<file path="config.mk">
export PLATFORM = sky130hd
export DESIGN_NAME = draw_sequencer
export DESIGN_NICKNAME = d
export VERILOG_FILES = /design/src/rtl/draw_pkg.sv /design/src/rtl/fb_clear_scan.sv /design/src/rtl/draw_sequencer.sv
export SDC_FILE = /design/constraint.sdc
export NUM_CORES = 1
export LEC_CHECK = 0
export ABC_AREA = 1
export CORE_AREA = 4 4 54 56
export DETAILED_ROUTE_END_ITERATION = 16
export DIE_AREA = 0 0 58 60
export HOLD_SLACK_MARGIN = 0.12
export PLACE_DENSITY = 0.77
export REMOVE_ABC_BUFFERS = 1
export SYNTH_ARGS = -nofsm -noshare
export SYNTH_HDL_FRONTEND = slang
export SYNTH_SLANG_ARGS = --single-unit
</file>
<file path="constraint.sdc">
create_clock -name clk -period 1.3 [get_ports clk]
set_input_delay 0.26 -clock clk [delete_from_list [all_inputs] [get_ports clk]]
set_output_delay 0.26 -clock clk [all_outputs]
set_load 0.01 [all_outputs]
</file>
<file path="src/rtl/draw_pkg.sv">
// Shared types for the draw sequencer: FSM state encoding and framebuffer port select.
package draw_pkg;

  typedef enum logic [2:0] {
    IDLE  = 3'd0,
    CLEAR = 3'd1,
    INIT  = 3'd2,
    DRAW  = 3'd3,
    DONE  = 3'd4
  } draw_state_t;

  // Which source owns the framebuffer address/write port.
  typedef enum logic [1:0] {
    FB_SEL_SCAN  = 2'd0,
    FB_SEL_CLEAR = 2'd1,
    FB_SEL_DRAW  = 2'd2
  } fb_sel_t;

  // Map a sequencer state onto the framebuffer port owner.
  function automatic fb_sel_t fb_sel_of(draw_state_t s);
    case (s)
      CLEAR:       return FB_SEL_CLEAR;
      INIT, DRAW:  return FB_SEL_DRAW;
      default:     return FB_SEL_SCAN;
    endcase
  endfunction

endpackage

</file>
<file path="src/rtl/fb_clear_scan.sv">
// Row-major x/y sweep over the framebuffer used by the clear pass.
// start returns the sweep to (0,0); step advances one pixel; last flags the final pixel.
module fb_clear_scan
  import draw_pkg::*;
#(
  parameter int unsigned XY_BITW   = 8,
  parameter int unsigned FB_WIDTH  = 16,
  parameter int unsigned FB_HEIGHT = 16
) (
  input  logic               clk,
  input  logic               rst,
  input  logic               start,
  input  logic               step,
  output logic [XY_BITW-1:0] cx,
  output logic [XY_BITW-1:0] cy,
  output logic               last
);

  localparam logic [XY_BITW-1:0] X_MAX = XY_BITW'(FB_WIDTH - 1);
  localparam logic [XY_BITW-1:0] Y_MAX = XY_BITW'(FB_HEIGHT - 1);

  logic [XY_BITW-1:0] cx_q, cx_d;
  logic [XY_BITW-1:0] cy_q, cy_d;

  // Next sweep position; wraps back to (0,0) after the last pixel.
  always_comb begin
    cx_d = cx_q;
    cy_d = cy_q;
    if (start) begin
      cx_d = '0;
      cy_d = '0;
    end else if (step) begin
      if (cx_q == X_MAX) begin
        cx_d = '0;
        cy_d = (cy_q == Y_MAX) ? '0 : cy_q + XY_BITW'(1);
      end else begin
        cx_d = cx_q + XY_BITW'(1);
      end
    end
  end

  // Counter registers.
  always_ff @(posedge clk) begin
    if (rst) begin
      cx_q <= '0;
      cy_q <= '0;
    end else begin
      cx_q <= cx_d;
      cy_q <= cy_d;
    end
  end

  assign cx   = cx_q;
  assign cy   = cy_q;
  assign last = (cx_q == X_MAX) && (cy_q == Y_MAX);

endmodule

</file>
<file path="src/rtl/draw_sequencer.sv">
// Frame-driven line sequencer: optional framebuffer clear, then one rasteriser
// start per line, with the framebuffer port muxed between clear, draw and scan.
// Optional feature: define DRAW_SEQ_CLEAR_EN to include the clear pass.
module draw_sequencer
  import draw_pkg::*;
#(
  parameter int unsigned XY_BITW   = 8,
  parameter int unsigned LINE_CNT  = 12,
  parameter int unsigned LINEW     = (LINE_CNT > 1) ? $clog2(LINE_CNT) : 1,
  parameter int unsigned FB_WIDTH  = 16,
  parameter int unsigned FB_HEIGHT = 16
) (
  input  logic               clk,
  input  logic               rst,
  input  logic               enable,
  input  logic               frame,
  input  logic               redraw,
  input  logic               draw_done,
  input  logic               drawing,
  input  logic [XY_BITW-1:0] dl_x,
  input  logic [XY_BITW-1:0] dl_y,
  input  logic [XY_BITW-1:0] sx,
  input  logic [XY_BITW-1:0] sy,
  output logic [LINEW-1:0]   line_id,
  output logic               draw_start,
  output logic [XY_BITW-1:0] fb_x,
  output logic [XY_BITW-1:0] fb_y,
  output logic               fb_we,
  output logic               fb_clear,
  output logic               busy,
  output logic               done
);

  localparam logic [LINEW-1:0] LINE_LAST = LINEW'(LINE_CNT - 1);

  draw_state_t      state_q, state_d;
  logic [LINEW-1:0] line_id_q, line_id_d;

`ifdef DRAW_SEQ_CLEAR_EN
  logic [XY_BITW-1:0] cx, cy;
  logic               clr_last;

  // Sweep restarts whenever we are not actively clearing, so CLEAR always begins at (0,0).
  fb_clear_scan #(
    .XY_BITW  (XY_BITW),
    .FB_WIDTH (FB_WIDTH),
    .FB_HEIGHT(FB_HEIGHT)
  ) u_clear_scan (
    .clk  (clk),
    .rst  (rst),
    .start((state_q != CLEAR) || !enable),
    .step (state_q == CLEAR),
    .cx   (cx),
    .cy   (cy),
    .last (clr_last)
  );
`endif

  // Next-state and line index; loss of enable overrides everything.
  always_comb begin
    state_d   = state_q;
    line_id_d = line_id_q;
    case (state_q)
      IDLE: begin
        if (frame) begin
`ifdef DRAW_SEQ_CLEAR_EN
          state_d = CLEAR;
`else
          state_d = INIT;
`endif
        end
      end
      CLEAR: begin
`ifdef DRAW_SEQ_CLEAR_EN
        if (clr_last) state_d = INIT;
`else
        state_d = IDLE;
`endif
      end
      INIT: state_d = DRAW;
      DRAW: begin
        if (draw_done) begin
          if (line_id_q == LINE_LAST) begin
            state_d = DONE;
          end else begin
            state_d   = INIT;
            line_id_d = line_id_q + LINEW'(1);
          end
        end
      end
      DONE: begin
        if (redraw) begin
          state_d   = IDLE;
          line_id_d = '0;
        end
      end
      default: begin
        state_d   = IDLE;
        line_id_d = '0;
      end
    endcase
    if (!enable) begin
      state_d   = IDLE;
      line_id_d = '0;
    end
  end

  // State and line index registers.
  always_ff @(posedge clk) begin
    if (rst) begin
      state_q   <= IDLE;
      line_id_q <= '0;
    end else begin
      state_q   <= state_d;
      line_id_q <= line_id_d;
    end
  end

  // Outputs decoded from the state register; framebuffer port muxed by owner.
  always_comb begin
    fb_x     = sx;
    fb_y     = sy;
    fb_we    = 1'b0;
    fb_clear = 1'b0;
    case (fb_sel_of(state_q))
      FB_SEL_CLEAR: begin
`ifdef DRAW_SEQ_CLEAR_EN
        fb_x     = cx;
        fb_y     = cy;
        fb_we    = 1'b1;
        fb_clear = 1'b1;
`endif
      end
      FB_SEL_DRAW: begin
        fb_x  = dl_x;
        fb_y  = dl_y;
        fb_we = drawing;
      end
      default: ;
    endcase
    draw_start = (state_q == INIT);
    busy       = (state_q == CLEAR) || (state_q == INIT) || (state_q == DRAW);
    done       = (state_q == DONE);
  end

  assign line_id = line_id_q;

endmodule

</file>
# --- After elaboration in Yosys (flattened, before gate mapping) ---
# Cells that the tools add are included.
word_totals:
  register_bits: 7
  inputBits: 39
  output_inout_bits: 25
  word_cells: 36
classes:
  addsub: 1
  n_eq_ne: 10
  muxes: 13
  bitwise: 2
  n_reduce_logical: 8
op_table:
  columns: ["op", "n"]
  rows:
  - ["two-way mux 8 bit", 2]
  - ["two-way mux 3 bit", 4]
  - ["two-way mux 4 bit", 3]
  - ["case mux 3 bit (4 select lines)", 1]
  - ["case mux 4 bit (3 select lines)", 1]
  - ["inequality test 2 bit (second input constant)", 4]
  - ["== test 3 x 2 -> 1 bit (second input constant)", 2]
  - ["adder 4 x 1 -> 4 bit (second input constant)", 1]
  - ["== test 4 bit (second input constant)", 1]
  - ["case mux 2 bit (2 select lines)", 1]
  - ["AND reduction 4 bit", 1]
  - ["OR reduction 2 bit", 2]
  - ["== test 3 x 1 -> 1 bit (second input constant)", 1]
  - ["== test 3 bit (second input constant)", 1]
  - ["zero test 3 bit", 1]
  - ["AND reduction 3 bit", 1]
  - ["OR reduction 3 bit", 1]
  - ["== test 2 bit (second input constant)", 1]
  - ["logical OR 1 bit", 2]
  - ["NOT 1 bit", 2]
  - ["two-way mux 1 bit", 1]

# --- Logic depth before layout (Yosys ltp) ---
# Gate-level depths: netlist (run 1).
depth:
  depth_word: 5
  mapped_depth: 9
  ltp_nobuf: 9

# --- Worst setup path after synthesis (run 1) ---
# Ideal clock, no wire load.
synth_path:
  path_kind: "flip-flop to output port"
  start: "register state_q[2]"
  end: "output fb_x[0]"
  t_arrival_ns: 1.013
  t_required_ns: 1.040
  path_slack_ns: 0.027
  stages_incl_launch_ff: 7
  n_path_buf: 2
  path_cell_list: "dfxtp_1 -> buf_4 -> nor2_8 -> inv_2 -> clkbuf_1 -> nand2_1 -> nand2_1"
synth_between:
  elab_chain_cells: 5
  word_cells_on_any_way: 7
  cone_classes: "eq/ne: 4; mux: 2; reduce/logical: 1"
synth_rtl:
  columns: ["item", "line_no", "text"]
  rows:
  - ["start: declaration", "draw_sequencer.sv:36", "draw_state_t state_q, state_d;"]
  - ["start signal: assignment", "draw_sequencer.sv:114", "state_q <= state_d;"]
  - ["== test 3 x 2 -> 1 bit", "draw_pkg.sv:21", "case (s)"]
  - ["OR reduction 2 bit", "draw_pkg.sv:21", null]
  - ["case mux 2 bit (2 select lines) (*)", "draw_pkg.sv:21", null]
  - ["== test 2 bit (*)", "draw_sequencer.sv:125", "case (fb_sel_of(state_q))"]
  - ["two-way mux 8 bit (*)", "draw_sequencer.sv:125", null]
  - ["end: declaration", "draw_sequencer.sv:26", "output logic [XY_BITW-1:0] fb_x,"]
# Every way passes the cells marked *; elsewhere a longest branch is shown, timed or not.

# --- Final worst setup path (run 1) ---
layout_path:
  start: "register state_q[1]"
  end: "output fb_x[1]"
# The elaborated chain is that of the path after synthesis.

==> summary.md, run 1 <==
| Metric | Value |
|---|---|
| Largest net degree at the start of global routing | 11 |
| CTS tree | yes |
| Total GRT Usage | 17.4% |
| Synth unique cells | 25 |
| Post-place setup slack | -0.405 ns |
| Die ar. | approximately 3500 sq um |
| Worst Hold Class | reg2reg |
| Core Region | 2430 sq um |
| Critical Path AT | around 1.3 ns |
| PnR worst setup slack | -0.260 ns |
| Peak VDD IR | ~350 uV |
| Seq pwr share | 23.4% |
| Final ANT Viol Nets | 0 |
| Site row count | 18 |
| Critical Path Fanout Max | 6 |
| Post-Syn Area | about 720 sq um |
| Pint | between 600 and 700 uW |
| Initial Utilization | 29.8% |
| GRT busiest layer | met2 |
| 1st-iter DRT viols | 23 |
| Outcome | finished, violations left |
| Clock share of power | 22.0% |
| CP startpoint kind | flop |
| Synth Register Bits | 7 |
| Clock-pin transition on the worst setup and hold timing paths | 0.06 ns |
| Hold_buf cts | 0 |
| Final cycle utilization of the critical path | 120% |
| Critical path capture point type | output pin |
| Inst Count DP | between 200 and 250 |
| Met2 Usage GRT | about a third |
| Worst path slowest cell | dfxtp_2 |
| CP Class | reg2out |
| CTS Sinks | 7 |
| Inserted Clock Buffers | 3 |
| Routability congestion estimate | 0.876 |
| Max Clock Freq | approximately 640 MHz |
| Die Y | roughly 60 um |
| Clock latency on the worst-skew pair | between 0.2 and 0.3 ns |
| Buffers added on ports | between 60 and 70 |
| Vias in the first global route | ~1100 |
| Synth warn | 0 |
| Layout area overhead | 135% |
| CP delay by family, top | buffers and inverters |
| Nets | ~250 |
| Final HPWL DP | roughly 2100 um |
| Avg Cell Area, Syn | between 5 and 6 sq um |
| Via density | 4.72 |
| RSZ-0062 raised after global routing | yes |
| Leading cell type in the layout, fill and taps excluded | clkdlybuf4s50_1 |
| CTS root buf | clkbuf_4 |
| First-pass iteration count of the detailed router | 4 |
| Worst Skew | approximately 0.00038 ns |
| DR vias | 1143 |
| GR Util met3 | between 1.5 and 2% |
| Routing usage on met1 | 19.6% |
| Final slew viol count | 0 |
| Synth Instances | between 100 and 150 |
| Sw Share | about 35% |
| P_sw | 348 uW |
| Die X | 58 um |
| Final std cells w/o fill | roughly 240 |
| Clock Tree Buf Depth | 2 |
| Antenna diodes | 0 |
| Leakage power | around 0.85 nW |
| WL per Instance | 14.2 um |
| Top Ports | 64 |
| Initial antenna violation count | 0 |
| Htree depth | 1 |
| Comb pwr share | between 50% and 60% |
| Fin. Hold Viols | 0 |
| Commonest non-fill, non-tap cells in the layout | clkdlybuf4s50_1 (38), nand2_1 (35), nand2_2 (26) |
| Req. time, crit path | 1.04 ns |
| Max incr delay on CP | 0.35 ns |
| First-pass GRT wire length | roughly 4600 um |
| Setup Viol. Count Final | 22 |
| GR Overflow Total | 0 |
| Critical Path, Cell by Cell | inv_4, nor2_8, buf_8, buf_8, nand2_2, nand2_2, buf_6 |
| PwrDens | ~580 nW/um^2 |
| Final WL | 3450 um |
| Fraction of layout cells with a size suffix above 1 | a little under half |
| Failing checks | setup timing |
| # DRC | 0 |
| Total of max-cap violations | 0 |
| Clock period minus worst slack | ~1.6 ns |
| Sequential area share after synthesis | around a fifth |
| Buf+Inv Stages, Crit Path | 4 |
-- cell families after synthesis --
family | synth area share, %
flops | 19.3
other cells | 0.518
buf+inv | 13.8
fa+ha+maj | 1.73
simple gates | 60.8
compound gates | 2.59
xor+xnor | 1.21
-- state kept, by name, summed over array words and instances (netlist names) --
signal   flops
state_q      3
line_id      4
-- power groups by stage --
stage | Combinational (mW) | Sequential (mW) | Clock [mW]
6_report | 0.535 | 0.230 | 0.216
5_1_grt | 0.573 | 0.230 | 0.238
4_1_cts | 0.462 | 0.229 | 0.216
3_5_place_dp | 0.427 | 0.232 | 0
3_3_place_gp | 0.420 | 0.232 | 0
2_1_floorplan | 0.149 | 0.237 | 0
-- worst reg2reg max path, cell delays in order, from the launching register on --
cell	delay [ns]
dfxtp_4	0.36
buf_6	0.13
buf_6	0.11
nor2_4	0.18
nand2_2	0.09
nand2_2	0.08
inv_4	0.06
nand2_4	0.07
nand2_2	0.06
nand2_1	0.07
nor2_1	0.04
-- through the flow --
stage | util [%] | total power, mW | cell area (sq um) | TNS (ns) | hold slack, ns
after floorplan | - | 0.385 | 689 | -0.427 | 0.357
after global placement | 58.5 | 0.652 | 1420 | -6.63 | 0.523
after detailed placement | 58.5 | 0.659 | 1420 | -7.21 | 0.545
after CTS | 63.5 | 0.907 | 1540 | -3.53 | 0.527
after global routing | 69.9 | 1.04 | 1700 | -5.45 | 0.576
final | 69.9 | 0.980 | 1700 | -3.85 | 0.536
-- cells in the mapped netlist, drive strengths merged --
library cell	n	area [sq um]
clkinv	1	3.75
or2	1	6.26
a211oi	1	7.51
buf	4	31.3
inv	15	61.3
ha	1	12.5
nand3	10	50.1
nand4	1	6.26
nor2	18	108
xnor2	1	8.76
clkbuf	1	3.75
nor3	1	5.00
dfxtp	7	140
nand2	66	265
o22ai	1	6.26
a21oi	1	5.00
conb	1	3.75
-- worst paths after layout --
kind | from | to | slack [ns] | cells after the start
max | state_q[1] | fb_x[1] | -0.26 | 7
min | line_id[3] | line_id[3] | 0.54 | 2
min reg2reg | line_id[3] | line_id[3] | 0.54 | 2
max reg2reg | state_q[2] | state_q[1] | -0.06 | 10
-- final cells by class --
type | count | area, sq um
fillers | 189 | 732
multi-input cells | 103 | 619
repair buffers | 80 | 766
flip-flops and latches | 7 | 149
repair inverters | 2 | 22.5
clock buffers | 4 | 26.3
inverters | 16 | 80.1
well taps | 30 | 37.5
-- routing by layer --
layer / vias to the layer above / share of wire, % / routed length, um
li1: 558 / - / -
met1: 530 / 37 / 1270
met2: 45 / 55 / 1890
met3: 10 / 4.8 / 167
met4: 0 / 3.3 / 115
met5: - / 0 / 0
-- what timing repair did --
action	CTS	global route
endpoints found under the setup margin	27	26
gates cloned	3	0
hold endpoints to repair	0	0
buffers inserted	6	2
pin swaps	18	14
gates resized for setup	118	42
Power figures use the tool's default switching activity.
==> run 2: changes to the inputs <==
==> constraint.sdc (replaced) <==
create_clock -name clk -period 1.3 [get_ports clk]
set_input_delay 0.26 -clock clk [delete_from_list [all_inputs] [get_ports clk]]
set_output_delay 0.26 -clock clk [all_outputs]
set_load 0.1 [all_outputs]
==> run 2 against run 1 <==
Compared with the run above: the flow still finishes with violations (setup timing); critical path depth shrank 1; sequential cell count is the same; global-route usage grew 4.6 points; register-to-register slack lost 0.02 ns; critical endpoint unchanged; highest routed layer unchanged.
==> summary.md, run 2 (synthesized netlist as in run 1, its figures left out) <==
| Metric | Value |
|---|---|
| WL per Instance | around 17 um |
| Req. time, crit path | about 1.0 ns |
| Critical path capture point type | output pin |
| Initial antenna violation count | 0 |
| PnR worst setup slack | -0.317 ns |
| Max Clock Freq | a little over 600 MHz |
| Final std cells w/o fill | about 240 |
| Die Y | 60 um |
| Min-delay src | state_q[0] |
| Total of max-cap violations | 0 |
| Final ANT Viol Nets | 0 |
| CP startpoint kind | flop |
| Depth of the most critical reg-to-reg path | 9 |
| Outcome | finished, violations left |
| Final setup TNS | -5.58 ns |
| Via density | 4.98 |
| Inserted Clock Buffers | 3 |
| Die ar. | between 3000 and 4000 sq um |
| # DRC | 0 |
| Antenna diodes | 0 |
| Die X | between 50 and 60 um |
| Routing usage on met1 | between 15 and 20% |
| Worst Skew | ~0.0040 ns |
| Htree depth | 1 |
| PwrDens | around 800 nW/um^2 |
| Vias in the first global route | 1227 |
| GRT busiest layer | met2 |
| R2r endpoint | line_id[1] |
| RSZ-0062 raised after global routing | yes |
| Hold endpoint | state_q[0] |
| Site row count | 18 |
| Max reg flops | 4 |
| 1st-iter DRT viols | between 40 and 50 |
| Met2 Usage GRT | 43.1% |
| First-pass iteration count of the detailed router | 4 |
| Inst Count DP | ~230 |
| First-pass GRT wire length | 5630 um |
| Worst Hold Class | reg2reg |
| Layout area overhead | 173% |
| CTS Sinks | 7 |
| Largest net degree at the start of global routing | 20 |
| Total GRT Usage | between 20% and 30% |
| CTS tree | yes |
| Top Ports | 64 |
| Critical Path Fanout Max | 19 |
| Clock Tree Buf Depth | 2 |
| Reg-to-reg startpoint | state_q[2] |
| GR Overflow Total | 0 |
| DR vias | between 1000 and 1500 |
| Fin. Hold Viols | 0 |
| Leakage power | between 0.9 and 1 nW |
| Fraction of layout cells with a size suffix above 1 | around 48% |
| Buffers added on ports | slightly above 60 |
| Clock-pin transition on the worst setup and hold timing paths | around 0.050 ns |
| Finished Core Util | about 81% |
| Clock latency on the worst-skew pair | about 0.27 ns |
| GR Util met3 | between 4 and 5% |
| Initial Utilization | approximately 30% |
| Final HPWL DP | 2450 um |
| Final cycle utilization of the critical path | 124% |
| Clock period minus worst slack | 1.62 ns |
| Commonest non-fill, non-tap cells in the layout | clkdlybuf4s50_1 (38), nand2_1 (30), buf_12 (25) |
| Peak VDD IR | between 600 and 700 uV |
| CTS root buf | clkbuf_4 |
| Final WL | about 4000 um |
| Leading cell type in the layout, fill and taps excluded | clkdlybuf4s50_1 |
| Hold_buf cts | 0 |
| Routability congestion estimate | about 0.82 |
| Filler cells | between 100 and 150 |
| R2R setup slack | -0.08 ns |
| Critical Path AT | about 1.4 ns |
| Failing checks | setup timing |
| Final slew viol count | 0 |
| CP Class | reg2out |
| Nets | about 250 |
| Setup Viol. Count Final | 24 |
| Hold depth | 1 |
| Core Region | between 2000 and 2500 sq um |
==> run 2: cell types whose count changed in the layout (fill, tap and decap cells not counted), sizes merged <==
| cell | before | now |
|---|---|---|
| inv | 17 | 15 |
| clkbuf | 4 | 5 |
| dlygate4sd2 | 4 | 0 |
| buf | 38 | 42 |
==> run 2: worst max-delay path by stage <==
| stage | from | end | slack (ns) | cells past startpoint |
|---|---|---|---|---|
| floorplan | state_q[2] | done | -1.64 | 2 |
| finish | state_q[1] | fb_x[1] | -0.32 | 6 |
| detailed placement | state_q[2] | fb_y[7] | -0.1 | 5 |
| global placement | drawing | fb_we | -0.09 | 4 |
| CTS | state_q[1] | fb_y[4] | -0.25 | 6 |
| global route | state_q[1] | fb_x[1] | -0.35 | 6 |
==> run 2: cell type report <==
| type | instances | area (sq um) | area share [%] |
|---|---|---|---|
| sequential | 7 | 149 | 7.52 |
| clock buffer | 4 | 26.3 | 1.33 |
| tap | 30 | 37.5 | 1.90 |
| inverter | 16 | 72.6 | 3.66 |
| multi-input combinational | 103 | 654 | 33.0 |
| timing repair buffer | 81 | 1040 | 52.6 |
==> run 2: metal layers <==
metal | up-vias | share of wire, % | routed length, um
met3 | 18 | 5.4 | 220
met5 | - | 0 | 0
met4 | 0 | 4.5 | 183
met1 | 563 | 33 | 1330
li1 | 559 | - | -
met2 | 60 | 57 | 2310
==> run 2: timing repair <==
action | CTS | global route
pin swaps | 5 | 17
gates resized for setup | 35 | 33
buffers inserted | 5 | 2
cloned | 1 | 0
setup endpoints to repair | 23 | 26
==> run 2: power breakdown <==
| group | internal (mW) | leakage (nW) | switching (mW) |
|---|---|---|---|
| registers | 0.221 | 0.0594 | 0.00830 |
| logic | 0.441 | 0.864 | 0.700 |
| clock network | 0.118 | 0.0150 | 0.0978 |
==> run 2: critical path, stage by stage (launching register included) <==
cell,delay [ns]
dfxtp_2,0.34
inv_4,0.05
nor2_8,0.17
inv_6,0.10
nand2_1,0.16
nand2_4,0.08
buf_12,0.17
==> run 2: stage by stage <==
| stage | power, mW | setup WS (ns) | instance area (sq um) | hold slack [ns] |
|---|---|---|---|---|
| finish | 1.59 | -0.317 | 1980 | 0.562 |
| floorplan | 0.799 | -1.64 | 689 | 0.357 |
| CTS | 1.50 | -0.247 | 1860 | 0.557 |
| global placement | 1.23 | -0.0898 | 1670 | 0.562 |
| global route | 1.63 | -0.354 | 1980 | 0.574 |
| detailed placement | 1.24 | -0.0959 | 1670 | 0.568 |
